$ cat src/rtl/alu_mul_sequencer.sv
// rtl/alu_mul_sequencer.sv - shift-add multiplier that borrows the shared 32-bit ALU
// The state and working registers select the ALU operands; each step's ALU result is captured on the edge that leaves the step.
module alu_mul_sequencer #(
  parameter bit EARLY_EXIT = 1'b1
) (
  input  logic        clk,
  input  logic        reset,
  input  logic        start,
  input  logic [31:0] op_a,
  input  logic [31:0] op_b,
  input  logic [31:0] alu_result,
  input  logic        alu_zero,
  output logic [31:0] alu_a,
  output logic [31:0] alu_b,
  output logic [3:0]  alu_control,
  output logic        busy,
  output logic        done,
  output logic [31:0] product
);

  localparam logic [3:0] ALU_ADD = 4'b0011;
  localparam logic [3:0] ALU_SLL = 4'b0101;
  localparam logic [3:0] ALU_SRL = 4'b0110;

  typedef enum logic [2:0] {
    S_IDLE,
    S_TEST,
    S_ADD,
    S_SHL,
    S_SHR,
    S_DONE
  } state_t;

  state_t      state;
  state_t      state_next;
  logic [31:0] acc;
  logic [31:0] mcand;
  logic [31:0] mplier;
  logic [5:0]  iter;
  logic [31:0] product_q;
  logic        finish_shr;

  // alu_zero reflects the shifted multiplier, so it tells us whether any set bits remain.
  assign finish_shr = (EARLY_EXIT && alu_zero) || (iter == 6'd31);

  always_ff @(posedge clk) begin
    if (reset) begin
      state     <= S_IDLE;
      acc       <= '0;
      mcand     <= '0;
      mplier    <= '0;
      iter      <= '0;
      product_q <= '0;
    end else begin
      state <= state_next;
      case (state)
        S_IDLE: begin
          if (start) begin
            acc    <= '0;
            mcand  <= op_a;
            mplier <= op_b;
            iter   <= '0;
          end
        end
        S_TEST: begin
          if (EARLY_EXIT && (mplier == 32'd0)) product_q <= acc;
        end
        S_ADD: acc <= alu_result;
        S_SHL: mcand <= alu_result;
        S_SHR: begin
          mplier <= alu_result;
          iter   <= iter + 6'd1;
          if (finish_shr) product_q <= acc;
        end
        default: ;
      endcase
    end
  end

  always_comb begin
    state_next  = state;
    alu_a       = '0;
    alu_b       = '0;
    alu_control = ALU_ADD;
    case (state)
      S_IDLE: begin
        if (start) state_next = S_TEST;
      end
      S_TEST: begin
        if (EARLY_EXIT && (mplier == 32'd0)) state_next = S_DONE;
        else if (mplier[0])                  state_next = S_ADD;
        else                                 state_next = S_SHL;
      end
      S_ADD: begin
        alu_a      = acc;
        alu_b      = mcand;
        state_next = S_SHL;
      end
      S_SHL: begin
        alu_a       = mcand;
        alu_b       = 32'd1;
        alu_control = ALU_SLL;
        state_next  = S_SHR;
      end
      S_SHR: begin
        alu_a       = mplier;
        alu_b       = 32'd1;
        alu_control = ALU_SRL;
        state_next  = finish_shr ? S_DONE : S_TEST;
      end
      S_DONE:  state_next = S_IDLE;
      default: state_next = S_IDLE;
    endcase
  end

  assign busy    = (state != S_IDLE);
  assign done    = (state == S_DONE);
  assign product = product_q;

endmodule

$ cat config.mk
export PLATFORM = sky130hd
export DESIGN_NAME = alu_mul_sequencer
export DESIGN_NICKNAME = d
export VERILOG_FILES = /design/src/rtl/alu_mul_sequencer.sv
export SDC_FILE = /design/constraint.sdc
export NUM_CORES = 1
export LEC_CHECK = 0
export ABC_AREA = 1
export CAP_MARGIN = 25
export CORE_ASPECT_RATIO = 0.6
export CORE_MARGIN = 2
export CORE_UTILIZATION = 40
export DETAILED_ROUTE_END_ITERATION = 10
export HOLD_SLACK_MARGIN = 0.03
export PLACE_DENSITY = 0.7
export SKIP_CTS_REPAIR_TIMING = 1
export SLEW_MARGIN = 20
export SYNTH_ARGS = -nofsm -noshare
export SYNTH_HDL_FRONTEND = slang
export SYNTH_SLANG_ARGS = --single-unit
$ cat constraint.sdc
create_clock -name clk -period 2.7 [get_ports clk]
set_input_delay 0.675 -clock clk [delete_from_list [all_inputs] [get_ports clk]]
set_output_delay 0.675 -clock clk [all_outputs]
set_load 0.03 [all_outputs]
==> results of run 1 <==
## final cells by class
type                    instances  share of cell area
well taps                     203             0.02769
clock inverters                13             0.01337
multi-input cells             593              0.3258
clock buffers                  19             0.04720
flip-flops and latches        137              0.2996
repair buffers                227              0.2427
inverters                     106             0.04366
## through the flow
stage	hold WS, ps	setup WS (ps)
after floorplan	437.1	433.3
after global placement	454.0	379.2
after detailed placement	462.9	322.8
after CTS	472.7	-137.4
after global routing	499.7	20.38
final	472.3	84.53
## per-layer routing
layer  global-route usage  vias up  part of all wire
met5                    0        -                 0
met4              0.07759        0             0.013
met3              0.06334       31              0.11
met2               0.3628      402              0.39
met1               0.4415     3324              0.49
li1                     -     3405                 -
## cells by family after synthesis
| family | count (synthesis) | synth area share |
|---|---|---|
| AND/OR/NAND/NOR | 349 | 0.2201 |
| adder cells (fa/ha/maj) | 1 | 0.001931 |
| AO/OA/AOI/OAI | 242 | 0.2317 |
| other | 1 | 0.0005787 |
| flip-flops | 137 | 0.4232 |
| buffers and inverters | 182 | 0.1224 |
## Yosys cell counts, drive strengths merged
library cell,count
conb,1
buf,52
a211oi,1
o221ai,64
nor3,3
nand3,68
a31oi,33
clkbuf,24
dfxtp,137
a21oi,105
o21ai,38
nand2,184
o21bai,1
or2,1
inv,106
nor2,93
ha,1
## power groups by stage
| stage | Sequential [mW] | Combinational (mW) | Clock (mW) |
|---|---|---|---|
| global route | 2.29 | 1.04 | 2.32 |
| global placement | 2.30 | 0.920 | 0 |
| CTS | 2.26 | 0.926 | 2.22 |
| floorplan | 2.28 | 0.523 | 0 |
| finish | 2.27 | 0.964 | 2.20 |
| detailed placement | 2.31 | 0.920 | 0 |
## registers in the layout, indices dropped and copies added, names as in the netlist
signal / count
acc: 32
mplier: 32
product: 32
state: 3
mcand: 32
iter: 6
## critical path: cells and delay by family (launching register included)
family,cells,cell delay (ps)
AND/OR/NAND/NOR,2,290
flip-flops,1,400
buffers and inverters,5,830
## how the worst max path moves through the flow
stage	from	end	slack, ps	cells past startpoint
finish	state[1]	alu_b[9]	80	7
global route	state[1]	alu_b[16]	20	7
CTS	state[1]	alu_b[9]	-140	6
detailed placement	state[1]	alu_b[9]	320	6
global placement	state[1]	alu_b[14]	380	6
floorplan	state[1]	alu_a[15]	430	4
==> results.yml, run 1 <==
floorplanning:
  die-area_um2: 17270
  die_h_um: 102.6
  io_pins: 202
  start_util: 0.4157
  num_rows: 35
  die_x_um: 168.3
  coreArea_um2: 15590
clock_tree:
  insertion_delay_ps: 420
  cts_buffers: 17
  clkSinkCount: 137
  htreeDepth: 4
  clk_path_buf_depth: 2
  cts-root-buf: "clkbuf_16"
  clkTransAtPathRegs_ps: 60
  cts_tree: "yes"
pwr:
  power.share.clock: 0.405
  power_density_nw_per_um2: 592.7
  pwr-share-comb: 0.177
  p_sw_frac: 0.2969
  ir_drop_uv: 353.9
  p_sw_mw: 1.614
  pwr-share-seq: 0.418
  p_leak_nw: 3.764
  total_power_mw: 5.436
  intPower_mw: 3.822
detailed_routing:
  drtAntennaViolNets: 0
  viasPerCell: 5.518
  dr.pass1.iters: 6
  wl_per_cell_um: 19.10
  drt_iter0_drc: 1047
  wirelength_um: 24790
  via_count: 7162
  drc: 0
setup_path:
  crit_chain: "inv_1 -> nor3_4 -> buf_4 -> inv_4 -> buf_4 -> nor2_1 -> buf_4"
  r2r_slack_ps: 680
  cp.arrival_ps: 1940
  worstSetupEndpointType: "output port"
  r2r_cells: 7
  critPathRequiredTime_ps: 2030
  critPathMaxStageDelay_ps: 400
  r2r_start: "state[2]"
  crit_top_cell: "buf_4"
  critPathMaxFanout: 19
  r2r-end: "mcand[23]"
  path_class: "flip-flop to output port"
  worst_path_max_delay_cell: "dfxtp_4"
  critPathLaunchType: "flip-flop"
run:
  max-cap-violations: 0
timing:
  fin_setup_tns_ps: 0
  hold_viol_final: 0
  rsz0062_at_grt: "false"
  layout_min_cycle_time_ps: 2615
  drv_slew: 0
  max_freq_mhz: 382.3
  worst_pin_slew_ps: 630.3
  period_share: 0.9687
  finClkSkew_ps: 10.42
  finalSetupViolCount: 0
  max_slew_margin: 0.5798
layout:
  area_growth_pct: 41.53
  fin_util: 0.5883
  layout_commonest_cell: "nand2_1"
  fin_cells: 1298
  fillCellCount: 1459
  multiInputGateArea_um2: 2988
  diodes: 0
  fin_nets: 1183
  final_cell_area_um2: 9171
  drive_above_1_share: 0.1269
  layout_common_cells: "nand2_1 (181), dfxtp_1 (135), clkdlybuf4s50_1 (133)"
  register_area_um2: 2748
global_route:
  grt_pass1_vias: 6392
  grt_pass1_wl_um: 36840
  grt_max_degree: 74
  grt_antenna_before_repair: 0
  grt-ovfl-total: 0
  grt_usage: 0.2774
run_status:
  status: "completed"
placed_design:
  hpwl_um: 17110
  gp_congestion: 0.9683
  port_buffers: 200
  dpl_cell_area_um2: 8518
  dp.cells: 1263
logic_synthesis:
  synth_area_leaders: "dfxtp_1 (42%), nand2_1 (11%), o221ai_1 (8.7%)"
  ys_ff_latch: 137
  netlist_area_um2: 6480
  synth_area_leader_cell: "dfxtp_1"
  ys_seq_area_frac: 0.4232
  syn_area_per_cell_um2: 7.105
  synth_top_area_share: 0.4232
  syn_inst: 912
  synth_nets: 1013
  synth.distinct_cells: 26
  yosysWarnings: 0
hold_path:
  hp-start: "mplier[16]"
  hold_end: "mplier[16]"
  hp-class: "flip-flop to flip-flop"
  min_path_cells: 2
Power figures use the tool's default switching activity.
==> run 2, diff against run 1 <==
--- a/config.mk
+++ b/config.mk
@@ -14,6 +14,7 @@
 export HOLD_SLACK_MARGIN = 0.03
 export PLACE_DENSITY = 0.7
 export SKIP_CTS_REPAIR_TIMING = 1
+export SKIP_LAST_GASP = 1
 export SLEW_MARGIN = 20
 export SYNTH_ARGS = -nofsm -noshare
 export SYNTH_HDL_FRONTEND = slang
==> constraint.sdc (replaced) <==
create_clock -name clk -period 2.7 [get_ports clk]
set_input_delay 0.27 -clock clk [delete_from_list [all_inputs] [get_ports clk]]
set_output_delay 0.27 -clock clk [all_outputs]
set_load 0.03 [all_outputs]
==> run 2 against run 1 <==
Non-clock buffer count down 7. Clock skew up 3.6 ps. Routed wire length down 2.3%. Sequential cell count unchanged. Count of clock-buffer cells in the layout unchanged. Critical endpoint is now alu_a[19]. Largest cell class unchanged.
==> results.yml, run 2 (same netlist as run 1, synthesis figures left out) <==
global_route:
  grt_pass1_wl_um: 37020
  grt_pass1_vias: 6312
  busiest_layer: "met1"
  grt_usage: 0.2788
  grt_max_degree: 67
  grt-ovfl-total: 0
  grtUsageMet3: 0.08023
  grtUsageMet1: 0.4561
  grt_antenna_before_repair: 0
  met2_usage: 0.3495
timing:
  rsz0062_at_grt: "false"
  max_freq_mhz: 406.4
  max_slew_margin: 0.3434
  drv_slew: 0
  fin_setup_tns_ps: 0
  fin_ws_ps: 239.3
  period_share: 0.9114
  hold_viol_final: 0
  finalSetupViolCount: 0
  layout_min_cycle_time_ps: 2461
  finClkSkew_ps: 14.03
  worst_pin_slew_ps: 981.2
run_status:
  status: "completed"
placed_design:
  hpwl_um: 16740
  gp_congestion: 0.9043
  dp_slack_ps: 479.0
  port_buffers: 200
setup_path:
  critPathLaunchType: "flip-flop"
  critPathMaxFanout: 25
  critPathRequiredTime_ps: 2430
  path_class: "flip-flop to output port"
  worstSetupEndpointType: "output port"
  cp.arrival_ps: 2190
floorplanning:
  die_h_um: 102.6
  num_rows: 35
  io_pins: 202
  start_util: 0.4157
  coreArea_um2: 15590
  die_x_um: 168.3
  die-area_um2: 17270
clock_tree:
  htreeDepth: 4
  cts_tree: "yes"
  cts_buffers: 17
  clkTransAtPathRegs_ps: 60
  insertion_delay_ps: 420
  clk_path_buf_depth: 2
  clkSinkCount: 137
  cts-root-buf: "clkbuf_16"
run:
  max-cap-violations: 0
detailed_routing:
  viasPerCell: 5.440
  via_count: 7023
  dr.pass1.iters: 7
  drc: 0
  wl_per_cell_um: 18.76
  drt_iter0_drc: 654
  drtAntennaViolNets: 0
  wirelength_um: 24220
layout:
  layout_common_cells: "nand2_1 (181), dfxtp_1 (137), clkdlybuf4s50_1 (136)"
  diodes: 0
  area_growth_pct: 41.32
  drive_above_1_share: 0.1020
  fillCellCount: 1449
  layout_commonest_cell: "nand2_1"
  fin_nets: 1176
hold_path:
  hp-class: "input pin to flip-flop"
pwr:
  power_density_nw_per_um2: 611.9
  p_leak_nw: 3.986
  ir_drop_uv: 366.8
## run 2: cell count changes in the layout (fill, tap and decap cells not counted), moves of 2 or more
| cell | change |
|---|---|
| buf_4 | -20 |
| dlymetal6s2s_1 | +16 |
| clkdlybuf4s50_1 | +3 |
| buf_12 | -2 |
| bufinv_16 | +2 |
| clkbuf_16 | -2 |
| dfxtp_1 | +2 |
## run 2: metrics by stage
| step | power [mW] | hold WS (ps) | area [um2] | instances | util |
|---|---|---|---|---|---|
| floorplan | 2.806 | 417.4 | 6480 | 912 | - |
| global placement | 3.198 | 454.2 | 8491 | 1258 | 0.5446 |
| detailed placement | 3.207 | 459.5 | 8491 | 1258 | 0.5446 |
| CTS | 5.596 | 421.2 | 9092 | 1290 | 0.5832 |
| global route | 5.821 | 429.3 | 9158 | 1291 | 0.5874 |
| finish | 5.603 | 427.1 | 9158 | 1291 | 0.5874 |
## run 2: worst paths after layout
path / slack, ps / cells after the start / startpoint / end
max: 240 / 7 / state[1] / alu_a[19]
min: 430 / 3 / op_a[29] / mcand[29]
max reg2reg: 520 / 10 / iter[0] / product[3]
min reg2reg: 470 / 1 / iter[5] / iter[5]
## run 2: routing by layer
| layer | part of all wire | routed length (um) |
|---|---|---|
| met1 | 0.51 | 12360 |
| met2 | 0.37 | 9079 |
| met3 | 0.11 | 2663 |
| met4 | 0.0046 | 111 |
| met5 | 0 | 0 |
## run 2: critical path, cell delays in order, from the launching register on
cell      delay [ps]
dfxtp_1          470
inv_1             90
nor3_2           170
buf_4            290
buf_4            320
nand2_1           80
o221ai_1         170
buf_12           180
## run 2: cell type report
| class | count | area [um2] | share of cell area |
|---|---|---|---|
| Clock buffer | 19 | 432.9 | 0.04727 |
| Clock inverter | 13 | 168.9 | 0.01845 |
| Inverter | 106 | 400.4 | 0.04372 |
| Multi-Input combinational cell | 593 | 2969 | 0.3242 |
| Sequential cell | 137 | 2743 | 0.2995 |
| Tap cell | 203 | 254.0 | 0.02774 |
| Timing Repair Buffer | 220 | 2190 | 0.2391 |
## run 2: power breakdown
part	switching, mW	internal (mW)
Combinational	0.566	0.356
Sequential	0.102	2.17
Clock	0.945	1.46
==> run 3, diff against run 2 <==
--- a/config.mk
+++ b/config.mk
@@ -5,17 +5,16 @@
 export SDC_FILE = /design/constraint.sdc
 export NUM_CORES = 1
 export LEC_CHECK = 0
-export ABC_AREA = 1
 export CAP_MARGIN = 25
 export CORE_ASPECT_RATIO = 0.6
 export CORE_MARGIN = 2
 export CORE_UTILIZATION = 40
+export CTS_BUF_LIST = sky130_fd_sc_hd__clkbuf_4
 export DETAILED_ROUTE_END_ITERATION = 10
 export HOLD_SLACK_MARGIN = 0.03
-export PLACE_DENSITY = 0.7
+export PLACE_DENSITY = 0.69
 export SKIP_CTS_REPAIR_TIMING = 1
 export SKIP_LAST_GASP = 1
-export SLEW_MARGIN = 20
 export SYNTH_ARGS = -nofsm -noshare
 export SYNTH_HDL_FRONTEND = slang
 export SYNTH_SLANG_ARGS = --single-unit
==> run 3 against run 2 <==
Area after synthesis grew 5.6%. Die area grew 5.4%. Critical endpoint is now alu_b[22]. Core utilization shrank 2.5 points. Synthesized cell count shrank 0.66%. Setup slack lost 59 ps. Final cell count grew 1.2%. Via count grew 3.8%. Hold slack lost 270 ps. Clock power shrank 47%.
==> results.yml, run 3 <==
run_status:
  status: "completed"
setup_path:
  worst_path_max_delay_cell: "nor2_4"
  critPathLaunchType: "flip-flop"
  critPathRequiredTime_ps: 2430
  crit_family: "simple AND/OR/NAND/NOR gates"
  path_class: "flip-flop to output port"
  r2r_slack_ps: 630
  critPathMaxFanout: 28
  crit_chain: "nand2b_1 -> nor2_4 -> buf_16 -> and2_1 -> buf_4"
  path_buf_inv: 2
  cp.arrival_ps: 2250
  critPathMaxStageDelay_ps: 530
  worstSetupEndpointType: "output port"
detailed_routing:
  wirelength_um: 24280
  viasPerCell: 5.577
  wl_per_cell_um: 18.58
  drt_iter0_drc: 863
  dr.pass1.iters: 5
  via_count: 7289
  drc: 0
  drtAntennaViolNets: 0
logic_synthesis:
  ys_top_cells_by_count: "nand2_1 (142), nor2_1 (140), dfxtp_1 (137)"
  syn_inst: 906
  yosysMostFrequentCell: "nand2_1"
  netlist_area_um2: 6840
  synth_area_leaders: "dfxtp_1 (40%), nand2_1 (7.8%), nor2_1 (7.7%)"
  synth_top_area_share: 0.4010
  synth_nets: 1007
  synth_area_leader_cell: "dfxtp_1"
  ys_seq_area_frac: 0.4010
  synth_edf_count: 0
  synth-main-ff-cell: "dfxtp_1"
  syn_area_per_cell_um2: 7.550
  ys_ff_latch: 137
  yosysWarnings: 0
  synth.distinct_cells: 33
  async_reset_ff_frac: 0
global_route:
  grt-ovfl-total: 0
  grt_pass1_wl_um: 37850
  grt_max_degree: 107
  grt_antenna_before_repair: 0
  grt_usage: 0.2618
  grt_pass1_vias: 6517
placed_design:
  dp_slack_ps: 585.7
  gp_congestion: 0.8965
  port_buffers: 200
  dp.cells: 1275
  hpwl_um: 17130
clock_tree:
  cts-root-buf: "clkbuf_4"
  clkTransAtPathRegs_ps: 140
  insertion_delay_ps: 540
  clkSinkCount: 137
  cts_buffers: 17
  clk_path_buf_depth: 2
  htreeDepth: 4
  cts_tree: "yes"
timing:
  period_share: 0.9330
  rsz0062_at_grt: "true"
  max_freq_mhz: 396.9
  fin_ws_ps: 180.8
  finClkSkew_ps: 26.64
  hold_viol_final: 0
  worst_pin_slew_ps: 711.3
  max_slew_margin: 0.5244
  drv_slew: 0
  layout_min_cycle_time_ps: 2519
  finalSetupViolCount: 0
layout:
  diodes: 0
  area_growth_pct: 35.47
  layout_commonest_cell: "nand2_1"
  fin_util: 0.5621
  drive_above_1_share: 0.1279
  fin_cells: 1307
  layout_common_cells: "nand2_1 (141), nor2_1 (139), dfxtp_1 (135)"
  fin_nets: 1167
pwr:
  p_leak_nw: 3.334
  total_power_mw: 4.986
  power_density_nw_per_um2: 538.1
  ir_drop_uv: 288.2
floorplanning:
  num_rows: 36
  die-area_um2: 18200
  start_util: 0.4149
  coreArea_um2: 16490
  io_pins: 202
  die_h_um: 105.3
  die_x_um: 172.8
hold_path:
  hp-class: "input pin to flip-flop"
run:
  max-cap-violations: 0
[run 3: worst paths after layout]
kind / cells past startpoint / end / start
setup / recovery: 5 / alu_b[22] / state[2]
hold / removal: 2 / acc[29] / reset
setup reg to reg: 6 / mplier[26] / state[0]
hold reg to reg: 2 / iter[1] / iter[1]
[run 3: worst register-to-register path: stages, from the launching register on]
cell	delay [ps]
dfxtp_2	420
buf_4	360
nor2_1	100
nand3b_1	520
buf_12	260
nor2_1	60
nor4_1	280
[run 3: cell families (layout without fill, tap and decap cells)]
group                    count (synthesis)  in the layout  share of synthesized area
flip-flops                             137            137                     0.4010
buffers and inverters                   91            264                    0.05341
AO/OA/AOI/OAI                          143            143                     0.1425
other                                    1              1                  0.0005482
multiplexers                            33             33                    0.04847
adder cells (fa/ha/maj)                  1              1                   0.001829
AND/OR/NAND/NOR                        500            500                     0.3523
[run 3: stage by stage]
| stage | hold slack [ps] | TNS, ps | area (um2) |
|---|---|---|---|
| 6_report | 153.1 | 0 | 9266 |
| 5_1_grt | 131.4 | -64.76 | 9266 |
| 4_1_cts | 112.0 | 0 | 9265 |
| 3_5_place_dp | 477.8 | 0 | 9010 |
| 3_3_place_gp | 474.4 | 0 | 8982 |
| 2_1_floorplan | 406.0 | 0 | 6840 |
[run 3: cell type report]
cell class                 count  area [um2]
clock buffer                  17       127.6
clock inverter                15       127.6
fill                        1584        7219
inverter                       2       7.507
multi-input combinational    678        3779
sequential                   137        2745
tap                          228       285.3
timing repair buffer         230        2195
[run 3: where the power goes]
part | internal [mW] | total (mW) | switching, mW
Sequential | 2.20 | 2.39 | 0.192
Clock | 0.455 | 1.27 | 0.815
Combinational | 0.552 | 1.32 | 0.770
Total | 3.21 | 4.99 | 1.78
[run 3: routing by layer]
layer / part of all wire / vias up / global-route usage
li1: - / 3501 / -
met1: 0.50 / 3394 / 0.4279
met2: 0.39 / 372 / 0.3374
met3: 0.10 / 22 / 0.05880
met4: 0.0085 / 0 / 0.05085
met5: 0 / - / 0
